===== config.mk =====
export PLATFORM = sky130hd
export DESIGN_NAME = obc_plane_sequencer_flat
export DESIGN_NICKNAME = d
export VERILOG_FILES = /design/src/rtl/obc_pkg.sv /design/src/rtl/obc_plane_sequencer_if.sv /design/src/rtl/obc_plane_shreg.sv /design/src/rtl/obc_plane_sequencer.sv /design/src/flat_wrapper.sv
export SDC_FILE = /design/constraint.sdc
export NUM_CORES = 1
export LEC_CHECK = 0
export CAP_MARGIN = 20
export CORE_MARGIN = 1.5
export CORE_UTILIZATION = 47
export DETAILED_ROUTE_END_ITERATION = 7
export GPL_TIMING_DRIVEN = 0
export PLACE_DENSITY = 0.78
export SLEW_MARGIN = 15
export SYNTH_ARGS = -nofsm -noshare
export SYNTH_HDL_FRONTEND = slang
export SYNTH_SLANG_ARGS = --single-unit
export TNS_END_PERCENT = 5

===== constraint.sdc =====
create_clock -name clk -period 5.57 [get_ports clk]
set_input_delay 1.114 -clock clk [delete_from_list [all_inputs] [get_ports clk]]
set_output_delay 1.114 -clock clk [all_outputs]
set_load 0.005 [all_outputs]

===== src/rtl/obc_pkg.sv =====
// Shared types and constants for the OBC distributed-arithmetic DFT plane sequencer.
package obc_pkg;

    typedef enum logic [1:0] {
        IDLE  = 2'd0,
        SHIFT = 2'd1,
        DRAIN = 2'd2,
        DONE  = 2'd3
    } obc_state_e;

    localparam int OBC_ROM_W = 32;
    localparam int OBC_NPTS  = 16;

    // Accumulator width: the ROM partial sum grows by one bit per plane weight.
    function automatic int acc_w(input int w);
        return OBC_ROM_W + w;
    endfunction

endpackage


===== src/rtl/obc_plane_sequencer_if.sv =====
// Handshake, sample, ROM-stage and result signals of the OBC plane sequencer.
// slave = the sequencer; master = sample buffer, ROM stage and result consumer.
interface obc_plane_sequencer_if #(
    parameter int W = 8
) ();
    localparam int ACC_W = obc_pkg::acc_w(W);

    logic                                  in_valid;
    logic                                  in_ready;
    logic [obc_pkg::OBC_NPTS*W-1:0]        in_data;
    logic [obc_pkg::OBC_ROM_W-1:0]         offset;
    logic [obc_pkg::OBC_NPTS-1:0]          plane_x;
    logic                                  plane_i;
    logic [obc_pkg::OBC_ROM_W-1:0]         romout;
    logic                                  out_valid;
    logic                                  out_ready;
    logic [ACC_W-1:0]                      out_data;
    logic                                  busy;

    modport master (
        output in_valid, in_data, offset, romout, out_ready,
        input  in_ready, plane_x, plane_i, out_valid, out_data, busy
    );

    modport slave (
        input  in_valid, in_data, offset, romout, out_ready,
        output in_ready, plane_x, plane_i, out_valid, out_data, busy
    );

endinterface


===== src/rtl/obc_plane_shreg.sv =====
// 16-lane parallel-load right-shift register; lane LSBs form the current bit-plane.
module obc_plane_shreg
    import obc_pkg::*;
#(
    parameter int W = 8
) (
    input  logic                  clk,
    input  logic                  rst,
    input  logic                  load,
    input  logic                  shift,
    input  logic [OBC_NPTS*W-1:0] din,
    output logic [OBC_NPTS-1:0]   plane
);

    logic [W-1:0] lane [OBC_NPTS];

    always_ff @(posedge clk or posedge rst) begin
        if (rst) begin
            for (int i = 0; i < OBC_NPTS; i++) lane[i] <= '0;
        end else if (load) begin
            for (int i = 0; i < OBC_NPTS; i++) lane[i] <= din[i*W +: W];
        end else if (shift) begin
            for (int i = 0; i < OBC_NPTS; i++) lane[i] <= lane[i] >> 1;
        end
    end

    always_comb begin
        plane = '0;
        for (int i = 0; i < OBC_NPTS; i++) plane[i] = lane[i][0];
    end

endmodule


===== src/rtl/obc_plane_sequencer.sv =====
// Bit-serial plane driver and shift-accumulator for one OBC DFT ROM stage.
// Define OBC_ROM_PIPE_EN when the ROM stage output is registered (adds DRAIN).
//
// state | meaning
// IDLE  | waiting for a sample vector, in_ready high
// SHIFT | driving plane b = 0..W-1 and accumulating the ROM partial sum
// DRAIN | one extra cycle absorbing the last plane from a registered ROM stage
// DONE  | result held on out_data until out_ready; may reload in the same cycle
module obc_plane_sequencer
    import obc_pkg::*;
#(
    parameter int W = 8
) (
    input  logic                 clk,
    input  logic                 rst,
    obc_plane_sequencer_if.slave bus
);

    localparam int ACC_W = acc_w(W);

    obc_state_e            state_q, state_d;
    logic [3:0]            b_q;
    logic [ACC_W-1:0]      acc_q;
    logic                  in_ready_c;
    logic                  in_ready;
    logic                  load;
    logic                  last_plane;
    logic                  acc_en;
    logic [3:0]            acc_shamt;
    logic [ACC_W-1:0]      rom_ext;
    logic [ACC_W-1:0]      offset_ext;
    logic [ACC_W-1:0]      term;
    logic [OBC_NPTS-1:0]   plane;

    assign last_plane = (b_q == 4'(W-1));
    assign rom_ext    = {{W{bus.romout[OBC_ROM_W-1]}}, bus.romout};
    assign offset_ext = {{W{bus.offset[OBC_ROM_W-1]}}, bus.offset};
    assign term       = rom_ext << acc_shamt;

    // in_ready must read low for as long as reset is held.
    assign in_ready = in_ready_c & ~rst;
    assign load     = bus.in_valid & in_ready;

    obc_plane_shreg #(.W(W)) u_shreg (
        .clk   (clk),
        .rst   (rst),
        .load  (load),
        .shift (state_q == SHIFT),
        .din   (bus.in_data),
        .plane (plane)
    );

`ifdef OBC_ROM_PIPE_EN
    // Registered ROM: the partial sum for plane b arrives a cycle later.
    logic [3:0] b_d;
    logic       acc_en_d;

    always_ff @(posedge clk or posedge rst) begin
        if (rst) begin
            b_d      <= '0;
            acc_en_d <= 1'b0;
        end else begin
            b_d      <= b_q;
            acc_en_d <= (state_q == SHIFT);
        end
    end

    assign acc_en    = acc_en_d;
    assign acc_shamt = b_d;
`else
    assign acc_en    = (state_q == SHIFT);
    assign acc_shamt = b_q;
`endif

    always_ff @(posedge clk or posedge rst) begin
        if (rst) begin
            state_q <= IDLE;
            b_q     <= '0;
            acc_q   <= '0;
        end else begin
            state_q <= state_d;
            if (load) begin
                b_q   <= '0;
                acc_q <= offset_ext;
            end else begin
                if (state_q == SHIFT) b_q <= b_q + 4'd1;
                if (acc_en) acc_q <= acc_q + term;
            end
        end
    end

    always_comb begin
        state_d       = state_q;
        in_ready_c    = 1'b0;
        bus.out_valid = 1'b0;
        bus.busy      = 1'b0;
        case (state_q)
            IDLE: begin
                in_ready_c = 1'b1;
                if (bus.in_valid) state_d = SHIFT;
            end
            SHIFT: begin
                bus.busy = 1'b1;
                if (last_plane) begin
`ifdef OBC_ROM_PIPE_EN
                    state_d = DRAIN;
`else
                    state_d = DONE;
`endif
                end
            end
            DRAIN: begin
                bus.busy = 1'b1;
                state_d  = DONE;
            end
            DONE: begin
                bus.out_valid = 1'b1;
                in_ready_c    = bus.out_ready;
                if (bus.out_ready) state_d = bus.in_valid ? SHIFT : IDLE;
            end
            default: state_d = IDLE;
        endcase
    end

    always_comb begin
        bus.in_ready = in_ready;
        bus.plane_x  = (state_q == SHIFT) ? plane : '0;
        bus.plane_i  = (state_q == SHIFT) && last_plane;
        bus.out_data = (state_q == DONE) ? acc_q : '0;
    end

endmodule


===== src/flat_wrapper.sv =====
// flat-port wrapper written by rule: the top's interface ports become plain ports
module obc_plane_sequencer_flat import obc_pkg::*;
#(
    parameter int W = 8
)
  (clk, rst, bus_in_valid, bus_in_data, bus_offset, bus_romout, bus_out_ready, bus_in_ready, bus_plane_x, bus_plane_i, bus_out_valid, bus_out_data, bus_busy);
  obc_plane_sequencer_if #(.W(W)) bus_i ();
  input  logic clk;
  input  logic rst;
  input wire logic [$bits(bus_i.in_valid)-1:0] bus_in_valid;
  input wire logic [$bits(bus_i.in_data)-1:0] bus_in_data;
  input wire logic [$bits(bus_i.offset)-1:0] bus_offset;
  input wire logic [$bits(bus_i.romout)-1:0] bus_romout;
  input wire logic [$bits(bus_i.out_ready)-1:0] bus_out_ready;
  output wire logic [$bits(bus_i.in_ready)-1:0] bus_in_ready;
  output wire logic [$bits(bus_i.plane_x)-1:0] bus_plane_x;
  output wire logic [$bits(bus_i.plane_i)-1:0] bus_plane_i;
  output wire logic [$bits(bus_i.out_valid)-1:0] bus_out_valid;
  output wire logic [$bits(bus_i.out_data)-1:0] bus_out_data;
  output wire logic [$bits(bus_i.busy)-1:0] bus_busy;
  assign bus_i.in_valid = bus_in_valid;
  assign bus_i.in_data = bus_in_data;
  assign bus_i.offset = bus_offset;
  assign bus_i.romout = bus_romout;
  assign bus_i.out_ready = bus_out_ready;
  assign bus_in_ready = bus_i.in_ready;
  assign bus_plane_x = bus_i.plane_x;
  assign bus_plane_i = bus_i.plane_i;
  assign bus_out_valid = bus_i.out_valid;
  assign bus_out_data = bus_i.out_data;
  assign bus_busy = bus_i.busy;
  obc_plane_sequencer #(.W(W)) u_core (.clk(clk), .rst(rst), .bus(bus_i));
endmodule

==> results of run 1 <==
-- state kept, by name, indices dropped and copies added, names as in the netlist --
name                  flops
u_core.u_shreg.lane     112
u_core.acc_q             40
u_core.acc_shamt          4
u_core.u_shreg.plane     16
u_core.state_q            2
-- logic make-up after synthesis --
logic type,after synthesis
AOI/OAI and AO/OA,331
xor gates and xnor gates,32
adders and majority gates,44
buffers and inverters,108
DFF,174
muxes,199
and+or+nand+nor,438
-- layout make-up --
class	count	area, um^2
fillers	2105	9020
inverters	22	86.3
well taps	324	405
multi-input cells	1044	6940
repair buffers	261	2660
flip-flops and latches	174	4350
diodes	3	7.51
plain buffers	86	327
clock buffers	18	429
clock inverters	14	161
-- cell usage in the layout, fill, tap and decap left out, drive strengths merged, types with 2 or more instances in the layout --
cell type and instances:
nand2b 5, o21bai 6, mux4 14, clkbuf 93, a31oi 11, nand3b 4
a311oi 4, a31o 3, or2 4, nor2 63, ha 43, a211o 2
dfrtp 174, nand3 29, clkinv 4, a21boi 3, diode 3, o211ai 6
xor2 13, mux2i 181, o21ai 167, nor3 16, buf 17, or3 7
a21oi 80, clkinvlp 2, inv 30, xnor2 19, and3 9, nor2b 10
nand4 4, clkdlybuf4s50 255, nor4 2, mux2 4, a21o 16, a211oi 13
o22ai 5, nand2 221, o21a 5, and2 60
-- critical path, delay by kind of cell (launching register included) --
kind	cells	cell delay (ns)
multiplexers	1	0.15
adder cells (fa/ha/maj)	1	0.33
flip-flops	1	0.39
AND/OR/NAND/NOR	1	0.43
XOR/XNOR	1	0.11
AO/OA/AOI/OAI	10	2.23
buffers and inverters	3	1.34
-- worst max-delay path by stage --
| stage | depth (start not counted) | to | slack, ns |
|---|---|---|---|
| floorplan | 14 | u_core.acc_q[33] | 1.39 |
| global placement | 14 | u_core.acc_q[36] | 0.44 |
| detailed placement | 14 | u_core.acc_q[36] | 0.37 |
| CTS | 16 | u_core.acc_q[35] | 0.47 |
| global route | 17 | u_core.acc_q[32] | 0.14 |
| finish | 17 | u_core.acc_q[32] | 0.51 |
-- per-layer routing --
metal,global-route usage [%],vias up
li1,-,5248
met1,37.6,5265
met2,47.7,420
met3,6.84,57
met4,8.71,8
met5,0,-
-- power by group --
| group | switching (mW) | total (mW) | internal (mW) | leakage [nW] |
|---|---|---|---|---|
| sequential | 0.311 | 2.07 | 1.76 | 2.26 |
| combinational | 4.11 | 7.27 | 3.17 | 4.13 |
| clock | 0.601 | 1.21 | 0.608 | 0.286 |
| total | 5.02 | 10.6 | 5.53 | 6.67 |
==> impl_metrics.ini, run 1 <==
[run_status]
status = completed

[critical_path]
required_ns = 5.92
r2r_slack_ns = 0.51
crit_type = reg -> reg
worstSetupEndpointType = flip-flop
reg2reg_depth = 17
path_max_fanout = 10
crit_path_top_delay_cell = clkbuf_1
timing.rr.start = u_core.acc_shamt[1]
r2r-end = u_core.acc_q[32]
crit_start = u_core.acc_shamt[1]
path_cells = clkbuf_1, clkbuf_2, clkbuf_1, a211oi_1, a21oi_1, mux2i_1, o22ai_1, ha_1, a21oi_1, o21a_1, o21ai_0, o211ai_2, a21boi_2, or3b_1, a311oi_1, xor2_1, a211oi_1
critPathMaxStageDelay_ns = 0.50
cp_data_arrival_time_ns = 5.41
startpoint_type = flip-flop

[synthesis]
synthFlopType = dfrtp_1
syn-num-nets = 1566
synth_edf_count = 0
synth_top_area_share_pct = 37.2
synth.avg_cell_area_um2 = 8.82
yosysWarnings = 0
synth_top_family_by_area = multiplexers
async_flop_share_pct = 100
synth_seq_cells = 174
yosys.cell_types.count = 63
synth_seq_area_share_pct = 37.2
synthCells = 1326
synthAdderAreaFrac_pct = 4.77
synth.area.top_cells = dfrtp_1 (37%), mux2i_1 (15%), nand2_1 (7.1%)
synthesis.area_mm2 = 0.0117
synthXorXnorAreaFrac_pct = 2.40
synth.area.mux_share_pct = 18.6
synth_simple_gate_area_share_pct = 17.0
synth.most_common_cell = nand2_1
yosysTopAreaCell = dfrtp_1
synth_compound_area_share_pct = 16.5
synthTopCellsByCount = nand2_1 (221), mux2i_1 (181), dfrtp_1 (174), o21ai_0 (163), a21oi_1 (79)

[timing]
hold_viol_final = 0
tns_ns = 0
finalCriticalPeriod_ns = 5.06
finClkSkew_ns = 0.0102
worst_slack_ns = 0.510
slew_violations = 0
fin_hold_ws_ns = 0.524
clock.fmax_mhz = 198
min_period_over_period_pct = 90.8
max_slew.worst_pin.slew_ns = 0.871
rsz0062_at_grt = no
final-setup-viol-count = 0
max-slew-margin-rel_pct = 42.0

[grt]
antenna_found_initial = 7
grt_overflow = 0
track_usage_pct = 28.8
grt_pass1_vias = 11100
grt_max_degree = 35
grt_pass1_wl_mm = 58.5

[final_layout]
syn_to_final_growth_pct = 31.4
layout-drive-gt1-share_pct = 4.76
fin_util_pct = 63.0
nNetsFinal = 1846
layout.cells.non_filler = 1946
design_area_mm2 = 0.0154

[detailed_routing]
drtIter0Drc = 805
drc = 0
vias = 11000
drt-met1-wl_mm = 15.8
routed_wl_mm = 36.7
dr_wl_met2_mm = 17.2
drt_first_pass_iters = 8
top_layer_used = met5
routedWlPerCell_um = 18.9
via_per_inst = 5.65
route.met3.wl_mm = 2.77
ant_nets = 0

[floorplanning]
start_util_pct = 48.0
die_area_mm2 = 0.0258
core_mm2 = 0.0244
io_pins = 256
num_rows = 57
die_y_um = 161
fp.dieW_um = 161

[place]
place_inst = 1911
dp_hpwl_mm = 28.3
port_buffers = 255
dp_slack_ns = 0.368
dpl_cell_area_mm2 = 0.0148
place_congestion = 0.978

[clocking]
cts_hold_buf = 0
cts-root-buf = clkbuf_16
cts_tree = yes
cts_resized = 0
cts.sinks = 174
cts_inserted_buffers = 17
cts_buffer_depth = 2
clk_latency_ns = 0.44
postCtsSetupBuffers = 0
path_clk_slew_ns = 0.08
cts-htree-levels = 4

[hold_path]
min_from = u_core.u_shreg.lane[23]
hold_class = reg -> reg
worstHoldEndpoint = u_core.u_shreg.lane[23]
whs_path_depth = 2

[power_and_ir_drop]
leakage_nw = 6.67
peakVddDrop_uv = 313
finalPower_mw = 10.6
power_density_mw_per_mm2 = 687

[job]
maxCapViolCount = 0
No activity file was read; power rests on OpenSTA's default activity.
==> inputs of run 2 (changes only) <==
CORE_UTILIZATION = 50   (was 47)
PLACE_DENSITY = 0.79   (was 0.78)
clock period = 6.4 ns   (was 5.57 ns; I/O delays follow)
==> impl_metrics.ini, run 2 (synthesis results as in run 1) <==
[final_layout]
layout.cells.non_filler = 1929
largest_register_ffs = 112
fin_util_pct = 67.1
design_area_mm2 = 0.0153
layout_common_cells = clkdlybuf4s50_1 (255), nand2_1 (221), mux2i_1 (181)
final_common_cell = clkdlybuf4s50_1
syn_to_final_growth_pct = 30.6
layout-drive-gt1-share_pct = 4.40
nNetsFinal = 1841
n_fill_cell = 1869
top_register = u_core.u_shreg.lane

[timing]
rsz0062_at_grt = no
slew_violations = 0
max-slew-margin-rel_pct = 23.7
worst_slack_ns = 1.22
fin_hold_ws_ns = 0.513
finalCriticalPeriod_ns = 5.18
min_period_over_period_pct = 81.0
finClkSkew_ns = 0.0149
clock.fmax_mhz = 193
max_slew.worst_pin.slew_ns = 1.14
final-setup-viol-count = 0
hold_viol_final = 0

[place]
dp_slack_ns = 1.03
dp_hpwl_mm = 28.1
place_inst = 1895
port_buffers = 255
dpl_cell_area_mm2 = 0.0147
place_congestion = 0.941

[critical_path]
cp_data_arrival_time_ns = 5.53
critPathMaxStageDelay_ns = 0.65
startpoint_type = flip-flop
crit_top_cell = clkbuf_1
crit_type = reg -> reg
worstSetupEndpointType = flip-flop
path_max_fanout = 10
required_ns = 6.74
crit_path_top_delay_cell = a211oi_1
path_cells = clkbuf_1, clkbuf_1, clkbuf_1, nor2_1, nand2_1, nor3_1, ha_1, inv_1, fa_1, and2b_1, o211ai_1, a211oi_1, o211ai_2, a21boi_2, o21ai_1, o211ai_1, nand3_1, a311oi_1

[clocking]
path_clk_slew_ns = 0.08
clk_latency_ns = 0.44
cts_tree = yes
cts_resized = 0
cts_buffer_depth = 2
cts-root-buf = clkbuf_16
cts_inserted_buffers = 17
cts-htree-levels = 4
cts.sinks = 174
cts_hold_buf = 0
postCtsSetupBuffers = 0

[floorplanning]
core_mm2 = 0.0228
die_area_mm2 = 0.0243
die_y_um = 156
start_util_pct = 51.4
io_pins = 256
num_rows = 55
fp.dieW_um = 156

[job]
maxCapViolCount = 0

[grt]
grt_pass1_wl_mm = 57.7
grt_overflow = 0
track_usage_pct = 30.7
antenna_found_initial = 7
grt_pass1_vias = 10900
grt_max_degree = 95

[detailed_routing]
via_per_inst = 5.69
drtIter0Drc = 736
drt_first_pass_iters = 6
ant_nets = 0
vias = 11000
routedWlPerCell_um = 19.0
routed_wl_mm = 36.6
drc = 0

[power_and_ir_drop]
leakage_nw = 6.64
peakVddDrop_uv = 289
power_density_mw_per_mm2 = 600

[hold_path]
hold_class = reg -> reg

[run_status]
status = completed
run 2: changes by cell type in the layout (fill, tap and decap cells not counted), moves of 2 or more:
cell,change
buf_12,-5
inv_6,-2
clkinv_4,+3
clkinv_8,+3
clkinvlp_4,-2
run 2: critical path: cells and delay by family (launching register included):
family / cells / cell delay (ns)
compound gates: 7 / 1.93
buf+inv: 4 / 1.07
simple gates: 5 / 0.99
fa+ha+maj: 2 / 0.67
flops: 1 / 0.42
run 2: layout make-up:
type	count	area, um^2	area share [%]
Antenna cell	3	7.51	0.0491
Clock inverter	14	173	1.13
Multi-Input combinational cell	1044	6940	45.4
Clock buffer	17	425	2.78
Timing Repair Buffer	256	2580	16.9
Sequential cell	174	4350	28.5
Buffer	86	325	2.13
Tap cell	313	392	2.56
Inverter	22	90.1	0.589
run 2: worst paths after layout:
check                                        start  slack (ns)                       to  depth (start not counted)
max reg2reg                    u_core.acc_shamt[1]        1.22         u_core.acc_q[38]                         18
max                            u_core.acc_shamt[1]        1.22         u_core.acc_q[38]                         18
max in group asynchronous                      rst        4.19         u_core.acc_q[28]                          3
min                        u_core.u_shreg.lane[15]        0.51  u_core.u_shreg.lane[15]                          2
min in group asynchronous                      rst        1.39        u_core.state_q[0]                          2
min reg2reg                u_core.u_shreg.lane[15]        0.51  u_core.u_shreg.lane[15]                          2
run 2: metal layers:
metal  up-vias  part of all wire, %  GRT usage, %
met5         -                 0.13             0
met4         8                  2.5          9.98
met3        67                  7.4          6.81
met2       402                   47          50.3
met1      5243                   43          40.3
li1       5249                    -             -
run 2: power breakdown:
part | switching [mW] | internal, mW | total, mW
registers | 0.264 | 1.53 | 1.79
clock network | 0.519 | 0.525 | 1.04
logic | 3.58 | 2.75 | 6.33
total | 4.36 | 4.80 | 9.17
run 2: metrics by stage:
step                TNS [ns]  power [mW]
detailed placement         0        8.00
floorplan                  0        6.30
global route               0        9.90
finish                     0        9.17
global placement     -321.14        7.87
CTS                        0        9.09
